**config.mk**
```make
export PLATFORM = sky130hd
export DESIGN_NAME = rx_elastic_buffer_flat
export DESIGN_NICKNAME = d
export VERILOG_FILES = /design/src/rtl/rx_elastic_buffer_if.sv /design/src/rtl/rx_elastic_buffer.sv /design/src/flat_wrapper.sv
export SDC_FILE = /design/constraint.sdc
export NUM_CORES = 1
export LEC_CHECK = 0
export CAP_MARGIN = 20
export CORE_ASPECT_RATIO = 1.4
export CORE_UTILIZATION = 45
export CTS_CLUSTER_SIZE = 20
export DETAILED_ROUTE_END_ITERATION = 6
export SYNTH_ARGS = -nofsm -noshare
export SYNTH_HDL_FRONTEND = slang
export SYNTH_SLANG_ARGS = --single-unit
```
**constraint.sdc**
```tcl
create_clock -name CLK -period 5.2 [get_ports CLK]
set_input_delay 0.78 -clock CLK [delete_from_list [all_inputs] [get_ports CLK]]
set_output_delay 0.78 -clock CLK [all_outputs]
set_load 0.1 [all_outputs]
```
**src/rtl/rx_elastic_buffer_if.sv**
```systemverilog
`default_nettype none
// ============================================================================
// Module   : rx_elastic_buffer_if
// Brief    : Symbol, read-request and status bundle around the RX elastic buffer.
// Revision : 1.0
// ============================================================================
interface rx_elastic_buffer_if #(
  parameter int DEPTH = 16
);
  localparam int CNT_W = $clog2(DEPTH) + 1;

  logic [7:0]       In_Data;
  logic             In_K;
  logic             In_Decode_Error;
  logic             In_Disparity_Error;
  logic             In_Valid;
  logic             Rd_En;

  logic [7:0]       Out_Data;
  logic             Out_K;
  logic             Out_Valid;
  logic             Decode_Error;
  logic             Disparity_Error;
  logic             Overflow;
  logic             Underflow;
  logic             Skp_Added;
  logic             Skp_Removed;
  logic [CNT_W-1:0] Fill_Level;

  modport master (
    output In_Data, In_K, In_Decode_Error, In_Disparity_Error, In_Valid, Rd_En,
    input  Out_Data, Out_K, Out_Valid, Decode_Error, Disparity_Error,
           Overflow, Underflow, Skp_Added, Skp_Removed, Fill_Level
  );

  modport slave (
    input  In_Data, In_K, In_Decode_Error, In_Disparity_Error, In_Valid, Rd_En,
    output Out_Data, Out_K, Out_Valid, Decode_Error, Disparity_Error,
           Overflow, Underflow, Skp_Added, Skp_Removed, Fill_Level
  );
endinterface
`default_nettype wire

```
**src/rtl/rx_elastic_buffer.sv**
```systemverilog
`default_nettype none
// ============================================================================
// Module   : rx_elastic_buffer
// Brief    : Single-clock RX elastic buffer with SKP insertion/removal re-centring.
// Revision : 1.0
// ============================================================================
module rx_elastic_buffer #(
  parameter int         DEPTH   = 16,
  parameter int         NOMINAL = 8,
  parameter int         HIGH_WM = 12,
  parameter int         LOW_WM  = 4,
  parameter logic [7:0] SKP_SYM = 8'h1C,
  parameter logic [7:0] COM_SYM = 8'hBC
) (
  input wire                CLK,
  input wire                Reset,
  rx_elastic_buffer_if.slave bus
);
  localparam int PTR_W = $clog2(DEPTH);
  localparam int CNT_W = PTR_W + 1;

  localparam logic [CNT_W-1:0] c_depth   = CNT_W'(DEPTH);
  localparam logic [CNT_W-1:0] c_nominal = CNT_W'(NOMINAL);
  localparam logic [CNT_W-1:0] c_high_wm = CNT_W'(HIGH_WM);
  localparam logic [CNT_W-1:0] c_low_wm  = CNT_W'(LOW_WM);

  typedef enum logic [0:0] {
    ST_FILL = 1'b0,
    ST_RUN  = 1'b1
  } state_e;

  state_e           state_q;
  logic [PTR_W-1:0] wr_ptr_q;
  logic [PTR_W-1:0] rd_ptr_q;
  logic [CNT_W-1:0] count_q;
  logic [CNT_W-1:0] count_d;
  logic [2:0]       skp_run_q;
  logic             dup_pending_q;

  // Entry layout: {dec_err, disp_err, K, data[7:0]}
  logic [10:0]      mem_q [DEPTH];

  logic [7:0]       out_data_q;
  logic             out_k_q;
  logic             out_valid_q;
  logic             dec_err_q;
  logic             disp_err_q;
  logic             overflow_q;
  logic             underflow_q;
  logic             skp_added_q;
  logic             skp_removed_q;

  logic [10:0]      w_head;
  logic             w_in_skp;
  logic             w_head_skp;
  logic             w_run;
  logic             w_read;
  logic             w_rd_empty;
  logic             w_insert;
  logic             w_adv;
  logic             w_remove;
  logic             w_full_drop;
  logic             w_wr;

  assign w_head     = mem_q[rd_ptr_q];
  assign w_in_skp   = bus.In_K && (bus.In_Data == SKP_SYM);
  assign w_head_skp = w_head[8] && (w_head[7:0] == SKP_SYM);

  // The read that completes the fill is already served, so data flows on the next cycle.
  assign w_run      = (state_q == ST_RUN) || (count_q >= c_nominal);
  assign w_read     = w_run && bus.Rd_En;
  assign w_rd_empty = w_read && (count_q == '0);

  // Duplicate a lone head SKP when running dry; the advancing second copy carries Skp_Added.
  assign w_insert   = w_read && !w_rd_empty && w_head_skp &&
                      (count_q < c_low_wm) && !dup_pending_q;
  assign w_adv      = w_read && !w_rd_empty && !w_insert;

  assign w_remove    = bus.In_Valid && w_in_skp && (skp_run_q != 3'd0) &&
                       (count_q > c_high_wm);
  assign w_full_drop = bus.In_Valid && !w_remove && (count_q == c_depth) && !w_adv;
  assign w_wr        = bus.In_Valid && !w_remove && !w_full_drop;

  always_comb begin
    count_d = count_q;
    case ({w_wr, w_adv})
      2'b10:   count_d = count_q + CNT_W'(1);
      2'b01:   count_d = count_q - CNT_W'(1);
      default: count_d = count_q;
    endcase
  end

  always_ff @(posedge CLK) begin
    if (w_wr) begin
      mem_q[wr_ptr_q] <= {bus.In_Decode_Error, bus.In_Disparity_Error, bus.In_K, bus.In_Data};
    end
  end

  always_ff @(posedge CLK or posedge Reset) begin
    if (Reset) begin
      wr_ptr_q  <= '0;
      count_q   <= '0;
      skp_run_q <= '0;
    end else begin
      count_q <= count_d;
      if (w_wr) begin
        wr_ptr_q <= wr_ptr_q + PTR_W'(1);
      end
      if (bus.In_Valid) begin
        if (!w_in_skp) begin
          skp_run_q <= '0;
        end else if (skp_run_q != 3'd7) begin
          skp_run_q <= skp_run_q + 3'd1;
        end
      end
    end
  end

  always_ff @(posedge CLK or posedge Reset) begin
    if (Reset) begin
      state_q       <= ST_FILL;
      rd_ptr_q      <= '0;
      dup_pending_q <= 1'b0;
      out_data_q    <= '0;
      out_k_q       <= 1'b0;
      out_valid_q   <= 1'b0;
      dec_err_q     <= 1'b0;
      disp_err_q    <= 1'b0;
      overflow_q    <= 1'b0;
      underflow_q   <= 1'b0;
      skp_added_q   <= 1'b0;
      skp_removed_q <= 1'b0;
    end else begin
      out_valid_q   <= 1'b0;
      underflow_q   <= 1'b0;
      skp_added_q   <= 1'b0;
      overflow_q    <= w_full_drop;
      skp_removed_q <= w_remove;

      if (w_rd_empty) begin
        state_q    <= ST_FILL;
        out_data_q <= '0;
        out_k_q    <= 1'b0;
        dec_err_q  <= 1'b0;
        disp_err_q <= 1'b0;
        underflow_q <= 1'b1;
      end else if (w_read) begin
        state_q       <= ST_RUN;
        out_valid_q   <= 1'b1;
        out_data_q    <= w_head[7:0];
        out_k_q       <= w_head[8];
        disp_err_q    <= w_head[9];
        dec_err_q     <= w_head[10];
        skp_added_q   <= dup_pending_q;
        dup_pending_q <= w_insert;
        if (w_adv) begin
          rd_ptr_q <= rd_ptr_q + PTR_W'(1);
        end
      end else if (w_run) begin
        state_q <= ST_RUN;
      end
    end
  end

  assign bus.Out_Data        = out_data_q;
  assign bus.Out_K           = out_k_q;
  assign bus.Out_Valid       = out_valid_q;
  assign bus.Decode_Error    = dec_err_q;
  assign bus.Disparity_Error = disp_err_q;
  assign bus.Overflow        = overflow_q;
  assign bus.Underflow       = underflow_q;
  assign bus.Skp_Added       = skp_added_q;
  assign bus.Skp_Removed     = skp_removed_q;
  assign bus.Fill_Level      = count_q;

  a_add_vs_underflow: assert property (@(posedge CLK) disable iff (Reset)
    !(skp_added_q && underflow_q));
  a_remove_vs_overflow: assert property (@(posedge CLK) disable iff (Reset)
    !(skp_removed_q && overflow_q));
  a_count_bound: assert property (@(posedge CLK) disable iff (Reset)
    count_q <= c_depth);

endmodule
`default_nettype wire

```
**src/flat_wrapper.sv**
```systemverilog
// flat-port wrapper written by rule: the top's interface ports become plain ports
module rx_elastic_buffer_flat 
#(
  parameter int         DEPTH   = 16,
  parameter int         NOMINAL = 8,
  parameter int         HIGH_WM = 12,
  parameter int         LOW_WM  = 4,
  parameter logic [7:0] SKP_SYM = 8'h1C,
  parameter logic [7:0] COM_SYM = 8'hBC
)
  (CLK, Reset, bus_In_Data, bus_In_K, bus_In_Decode_Error, bus_In_Disparity_Error, bus_In_Valid, bus_Rd_En, bus_Out_Data, bus_Out_K, bus_Out_Valid, bus_Decode_Error, bus_Disparity_Error, bus_Overflow, bus_Underflow, bus_Skp_Added, bus_Skp_Removed, bus_Fill_Level);
  rx_elastic_buffer_if #(.DEPTH(DEPTH)) bus_i ();
  input wire CLK;
  input wire Reset;
  input wire logic [$bits(bus_i.In_Data)-1:0] bus_In_Data;
  input wire logic [$bits(bus_i.In_K)-1:0] bus_In_K;
  input wire logic [$bits(bus_i.In_Decode_Error)-1:0] bus_In_Decode_Error;
  input wire logic [$bits(bus_i.In_Disparity_Error)-1:0] bus_In_Disparity_Error;
  input wire logic [$bits(bus_i.In_Valid)-1:0] bus_In_Valid;
  input wire logic [$bits(bus_i.Rd_En)-1:0] bus_Rd_En;
  output wire logic [$bits(bus_i.Out_Data)-1:0] bus_Out_Data;
  output wire logic [$bits(bus_i.Out_K)-1:0] bus_Out_K;
  output wire logic [$bits(bus_i.Out_Valid)-1:0] bus_Out_Valid;
  output wire logic [$bits(bus_i.Decode_Error)-1:0] bus_Decode_Error;
  output wire logic [$bits(bus_i.Disparity_Error)-1:0] bus_Disparity_Error;
  output wire logic [$bits(bus_i.Overflow)-1:0] bus_Overflow;
  output wire logic [$bits(bus_i.Underflow)-1:0] bus_Underflow;
  output wire logic [$bits(bus_i.Skp_Added)-1:0] bus_Skp_Added;
  output wire logic [$bits(bus_i.Skp_Removed)-1:0] bus_Skp_Removed;
  output wire logic [$bits(bus_i.Fill_Level)-1:0] bus_Fill_Level;
  assign bus_i.In_Data = bus_In_Data;
  assign bus_i.In_K = bus_In_K;
  assign bus_i.In_Decode_Error = bus_In_Decode_Error;
  assign bus_i.In_Disparity_Error = bus_In_Disparity_Error;
  assign bus_i.In_Valid = bus_In_Valid;
  assign bus_i.Rd_En = bus_Rd_En;
  assign bus_Out_Data = bus_i.Out_Data;
  assign bus_Out_K = bus_i.Out_K;
  assign bus_Out_Valid = bus_i.Out_Valid;
  assign bus_Decode_Error = bus_i.Decode_Error;
  assign bus_Disparity_Error = bus_i.Disparity_Error;
  assign bus_Overflow = bus_i.Overflow;
  assign bus_Underflow = bus_i.Underflow;
  assign bus_Skp_Added = bus_i.Skp_Added;
  assign bus_Skp_Removed = bus_i.Skp_Removed;
  assign bus_Fill_Level = bus_i.Fill_Level;
  rx_elastic_buffer #(.DEPTH(DEPTH), .NOMINAL(NOMINAL), .HIGH_WM(HIGH_WM), .LOW_WM(LOW_WM), .SKP_SYM(SKP_SYM), .COM_SYM(COM_SYM)) u_core (.CLK(CLK), .Reset(Reset), .bus(bus_i));
endmodule
```
==> results.ini, run 1 <==
[timing]
tns_ns = 0
max_freq_mhz = 224
finalHoldViolations = 0
fin_crit_ns = 4.47
skew_ns = 0.0142
rsz0062_at_grt = false
tightest_slew_ns = 1.04
drv_slew = 0
period_share = 0.859
finalSetupViolCount = 0
relSlewSlack = 0.307

[pwr]
vdd.ir_drop.worst_v = 0.000240
powerDensity_nw_per_um2 = 580
power.leakage_nw = 3.35

[cells_and_area]
num-fill-cells = 1425
drive_gt1_frac = 0.191
final_cells = 726
seq_area_um2 = 6140
diodes = 0
syn2layout_area_growth_pct = 14.7
multiInputGateArea_um2 = 2100
nets = 502

[clock_tree]
cts_tree = done
clkSinkCount = 210
clock-root-buffer = clkbuf_16
ctsHtreeMaxLevel = 1
cts_setup_buffers = 0
cts_buffers = 20
ctsResizeCount = 0
cts.path.max_buffers = 3
holdBufCountCts = 0
clkSlewWorstSetupHoldPaths_ns = 0.06
insertion_delay_ns = 0.49

[global_routing]
antenna_found_initial = 0
gr-total-overflow = 0
grtUsageTotal = 0.194
grt_max_degree = 39
grt_pass1_vias = 4367
grt_pass1_wl_um = 26800

[synth]
synth_ff_type = edfxtp_1
synth-edff-count = 176
yosysUniqueCellTypes = 47
synthCells = 424
ys_seq_elements = 210
syn-cell-area_um2 = 8400
netlist.top_cell.by_area = edfxtp_1
ys_warn_count = 0
synth_sequential_area_ratio = 0.730
syn_nets = 452
synthArstFlopShare = 0.162
yosysMostFrequentCell = edfxtp_1
synth_top_area_frac = 0.629
synth_area_leaders = edfxtp_1, mux4_2, dfrtp_1, ha_1, a22o_1
synthTopCellsByCount = edfxtp_1, mux4_2, dfrtp_1
synth_area_per_cell_um2 = 19.8

[worst_setup_path]
cp.arrival_ns = 4.84
cp-end-kind = flip-flop
slowest_stage = dfrtp_2
critPathBufInv = 1
slowest_delay_ns = 1.04
crit_required_ns = 5.57
crit_chain = mux4_2, mux2i_1, mux2i_1, nor3b_2, nand4_2, a21oi_2, nor2_2, inv_2, ha_1, fa_1, a21o_1, a21oi_1, xor2_1, nor2_1, xnor2_1
worstSetupPathType = reg2reg
cp_common_cell = mux2i_1
critPathTopFamily = flip-flops
critPathLaunchType = flip-flop
crit_fanout = 38

[die]
placementRows = 58
core_area_um2 = 18100
ioPinCount = 36
die_x_um = 117
initial_core_util = 0.463
die-area_um2 = 19200
die_y_um = 164

[routing]
initialDrtViolationCount = 384
vias_per_cell = 5.77
route.detailed.drc = 0
drt-pass1-iter-count = 4
drtAntennaViolNets = 0
wl_per_cell_um = 24.9
num_vias = 4192
routed_wl_um = 18100

[run]
drv_cap = 0

[min_path]
hold_class = reg2reg

[placed_design]
place_inst = 692
dp_hpwl_um = 11100
io_buffers = 35
gp_congestion = 0.813

[run_status]
status = complete, no violations

-- cells in the final DEF (no fill, tap or decap), types with 4 or more instances in the layout --
cell,instances
edfxtp_1,176
nor3_1,5
clkbuf_1,4
and4b_1,6
a22o_1,13
ha_1,12
nor2_1,8
inv_1,9
mux2i_1,8
mux4_2,45
clkbuf_16,21
a21oi_1,4
xnor2_1,6
buf_4,12
clkinv_1,6
nand2_1,12
and3_1,5
a22oi_1,12
o21ai_1,4
dfrtp_1,32
clkdlybuf4s50_1,35
xor2_1,5
-- state kept, by name, summed over array words and instances, names as in the netlist, 3 cells and up --
register,flops
u_core.mem_q,176
u_core.wr_ptr_q,4
u_core.skp_run_q,3
u_core.bus.Fill_Level,5
u_core.bus.Out_Data,8
u_core.rd_ptr_q,4
-- power by group --
group / total, W / switching, W / internal, W / leakage (nW)
combinational: 0.00190 / 0.00115 / 0.000743 / 1.05
sequential: 0.00233 / 0.000256 / 0.00207 / 2.01
clock: 0.00137 / 0.000581 / 0.000786 / 0.290
total: 0.00559 / 0.00199 / 0.00360 / 3.35
-- final cells by class --
cell class | count | area share
multi-input combinational | 183 | 0.218
inverter | 12 | 0.00467
sequential | 210 | 0.637
clock inverter | 9 | 0.00753
timing repair buffer | 47 | 0.0457
tap | 240 | 0.0312
clock buffer | 25 | 0.0561
-- per-stage QoR --
step / hold slack (ns) / worst slack, ns / util / total power [W] / area, um2
floorplan: 0.454 / 1.23 / - / 0.00374 / 8400
global placement: 0.487 / 0.841 / 0.497 / 0.00424 / 9020
detailed placement: 0.497 / 0.687 / 0.497 / 0.00428 / 9020
CTS: 0.510 / 0.709 / 0.531 / 0.00565 / 9640
global route: 0.530 / 0.444 / 0.531 / 0.00583 / 9640
finish: 0.501 / 0.731 / 0.531 / 0.00559 / 9640
-- metal layers --
| layer | wire length (um) | track usage | vias up |
|---|---|---|---|
| met2 | 9210 | 0.324 | 137 |
| li1 | - | - | 1830 |
| met3 | 926 | 0.0311 | 36 |
| met1 | 7430 | 0.249 | 2189 |
| met5 | 0 | 0 | - |
| met4 | 542 | 0.0915 | 0 |
-- worst paths after layout --
| path | from | to | slack, ns | depth (start not counted) |
|---|---|---|---|---|
| min in group asynchronous | Reset | u_core.wr_ptr_q[0] | 0.70 | 3 |
| setup reg to reg | u_core.rd_ptr_q[1] | u_core.bus.Fill_Level[4] | 0.73 | 15 |
| hold reg to reg | u_core.bus.Out_Data[0] | u_core.bus.Out_Data[0] | 0.50 | 1 |
| max in group asynchronous | Reset | u_core.rd_ptr_q[1] | 4.17 | 3 |
| hold / removal | u_core.bus.Out_Data[0] | u_core.bus.Out_Data[0] | 0.50 | 1 |
| setup / recovery | u_core.rd_ptr_q[1] | u_core.bus.Fill_Level[4] | 0.73 | 15 |
-- kinds of logic (layout without fill, tap and decap cells) --
group                      count (synthesis)  count (layout)  synth area share
DFF                                      210             210             0.730
and+or+nand+nor                           59              59            0.0445
xor gates and xnor gates                  11              11            0.0115
AOI/OAI and AO/OA                         43              43            0.0383
adders and majority gates                 13              13            0.0203
muxes                                     57              57             0.136
buffers and inverters                     31              93            0.0195
Note: power is estimated with default switching activity, not from simulation.
==> run 2, diff against run 1 <==
==> constraint.sdc (replaced) <==
create_clock -name CLK -period 5.2 [get_ports CLK]
set_input_delay 1.04 -clock CLK [delete_from_list [all_inputs] [get_ports CLK]]
set_output_delay 1.04 -clock CLK [all_outputs]
set_load 0.1 [all_outputs]
==> run 2 against run 1 <==
Cell area increased by 0.99%; sequential share of layout area down 0.62 points; final cell count up 1.7%; worst hold slack worse by 0.0013 ns; register-to-register slack gained 0.37 ns; via count shrank 1.2%; total power increased by 0.82%.
==> results.ini, run 2 (synthesis gave the netlist of run 1 again) <==
[routing]
wl_per_cell_um = 24.0  ; -3.7%
drt-pass1-iter-count = 4  ; unchanged
route.detailed.drc = 0  ; unchanged
vias_per_cell = 5.61  ; -2.8%
num_vias = 4140  ; -1.2%
drtAntennaViolNets = 0  ; unchanged
initialDrtViolationCount = 411  ; +7.0%
routed_wl_um = 17700  ; -2.1%

[clock_tree]
cts_setup_buffers = 0  ; unchanged
insertion_delay_ns = 0.49  ; about the same
clkSinkCount = 210  ; unchanged
clock-root-buffer = clkbuf_16
cts_buffers = 20  ; unchanged
ctsHtreeMaxLevel = 1  ; unchanged
cts_tree = done
cts.path.max_buffers = 3  ; unchanged
clkSlewWorstSetupHoldPaths_ns = 0.06  ; about the same
holdBufCountCts = 0  ; unchanged
ctsResizeCount = 0  ; unchanged

[min_path]
hold_depth = 1  ; unchanged
hold_class = reg2reg

[global_routing]
grt_pass1_vias = 4368  ; +0.023%
grtUsageTotal = 0.197  ; +0.00315
grt_max_degree = 32  ; -18%
antenna_found_initial = 0  ; unchanged
grt_pass1_wl_um = 27400  ; +2.1%
gr-total-overflow = 0  ; unchanged

[timing]
drv_slew = 0  ; unchanged
finalHoldViolations = 0  ; unchanged
period_share = 0.788  ; -0.0710
fin_crit_ns = 4.10  ; -0.369 ns
hold_slack_ns = 0.500  ; -0.00129 ns
relSlewSlack = 0.340  ; +0.0332
max_freq_mhz = 244  ; +9.0%
tightest_slew_ns = 0.986  ; -0.0496 ns
tns_ns = 0  ; unchanged
finalSetupViolCount = 0  ; unchanged
skew_ns = 0.00910  ; -0.00510 ns
rsz0062_at_grt = false

[worst_setup_path]
crit_required_ns = 5.57  ; about the same
crit_fanout = 30  ; -21%
cp_common_cell = nand2_1
crit_chain = buf_4, mux4_2, a22oi_1, nand2_1, nor3b_2, nand4_2, nand2_1, inv_2, ha_1, fa_1, a21o_1, a21oi_1, xor2_1, nor2_1, xnor2_1
cp.arrival_ns = 4.47  ; -0.37 ns
worstRegToRegCells = 15  ; unchanged
slowest_stage = dfrtp_2
worstSetupPathType = reg2reg
critPathLaunchType = flip-flop
cp-end-kind = flip-flop
slowest_delay_ns = 0.90  ; -0.14 ns

[cells_and_area]
num-fill-cells = 1419  ; -0.42%
diodes = 0  ; unchanged
syn2layout_area_growth_pct = 15.9
final_cell_mix = edfxtp_1, mux4_2, clkdlybuf4s50_1
multiInputGateArea_um2 = 2100  ; unchanged
largest_reg_flops = 176  ; unchanged
design_area_um2 = 9730  ; +0.99%
seq_area_um2 = 6140  ; unchanged
final_common_cell = edfxtp_1
nets = 512  ; +2.0%
final_cells = 738  ; +1.7%
top_register = u_core.mem_q
drive_gt1_frac = 0.211  ; +0.0195

[pwr]
vdd.ir_drop.worst_v = 0.000231  ; -4.0%
powerDensity_nw_per_um2 = 579  ; -0.16%
power.leakage_nw = 3.41  ; +2.0%
total_power_w = 0.00564  ; +0.82%

[die]
die-area_um2 = 19200  ; unchanged
initial_core_util = 0.463  ; unchanged
core_area_um2 = 18100  ; unchanged
die_y_um = 164  ; unchanged
ioPinCount = 36  ; unchanged
die_x_um = 117  ; unchanged
placementRows = 58  ; unchanged

[placed_design]
gp_congestion = 0.787  ; -3.2%
io_buffers = 35  ; unchanged
place_inst = 702  ; +1.4%
dp_hpwl_um = 11600  ; +4.2%
placed_area_um2 = 9110  ; +0.97%

[run_status]
status = complete, no violations

[run]
drv_cap = 0  ; unchanged

## run 2: final cells by class
class	instances	area share
flip-flops and latches	210	0.631
multi-input cells	183	0.216
clock buffers	32	0.0613
repair buffers	57	0.0542
well taps	240	0.0309
inverters	12	0.00463
clock inverters	4	0.00244
## run 2: path summary, 6_finish.rpt
kind | startpoint | endpoint | slack [ns]
worst min-delay path | u_core.dup_pending_q | u_core.bus.Skp_Added | 0.50
max in group asynchronous | Reset | u_core.bus.Fill_Level[2] | 3.82
min in group asynchronous | Reset | u_core.rd_ptr_q[3] | 0.74
worst max register to register | u_core.rd_ptr_q[1] | u_core.bus.Fill_Level[4] | 1.10
worst min register to register | u_core.dup_pending_q | u_core.bus.Skp_Added | 0.50
worst max-delay path | u_core.rd_ptr_q[1] | u_core.bus.Fill_Level[4] | 1.10
## run 2: per-stage QoR
step           utilization  setup WS [ns]
2_1_floorplan            -           1.23
3_3_place_gp         0.502          0.830
3_5_place_dp         0.502          0.760
4_1_cts              0.536           1.01
5_1_grt              0.536          0.703
6_report             0.536           1.10
## run 2: worst max-delay path, delay by kind of cell, from the launching register on
family / cells / cell delay (ns)
AOI/OAI and AO/OA: 3 / 0.59
muxes: 1 / 0.30
adders and majority gates: 2 / 0.72
and+or+nand+nor: 5 / 0.84
DFF: 1 / 0.90
xor gates and xnor gates: 2 / 0.28
buffers and inverters: 2 / 0.33
## run 2: layer usage
layer | global-route usage | share of wire
met5 | 0 | 0
met4 | 0.0810 | 0.032
met3 | 0.0349 | 0.044
met2 | 0.350 | 0.53
met1 | 0.238 | 0.40
## run 2: report_power, final
| part | internal [W] | switching [W] | total [W] |
|---|---|---|---|
| sequential | 0.00207 | 0.000225 | 0.00230 |
| clock | 0.000789 | 0.000584 | 0.00137 |
| combinational | 0.000779 | 0.00119 | 0.00197 |
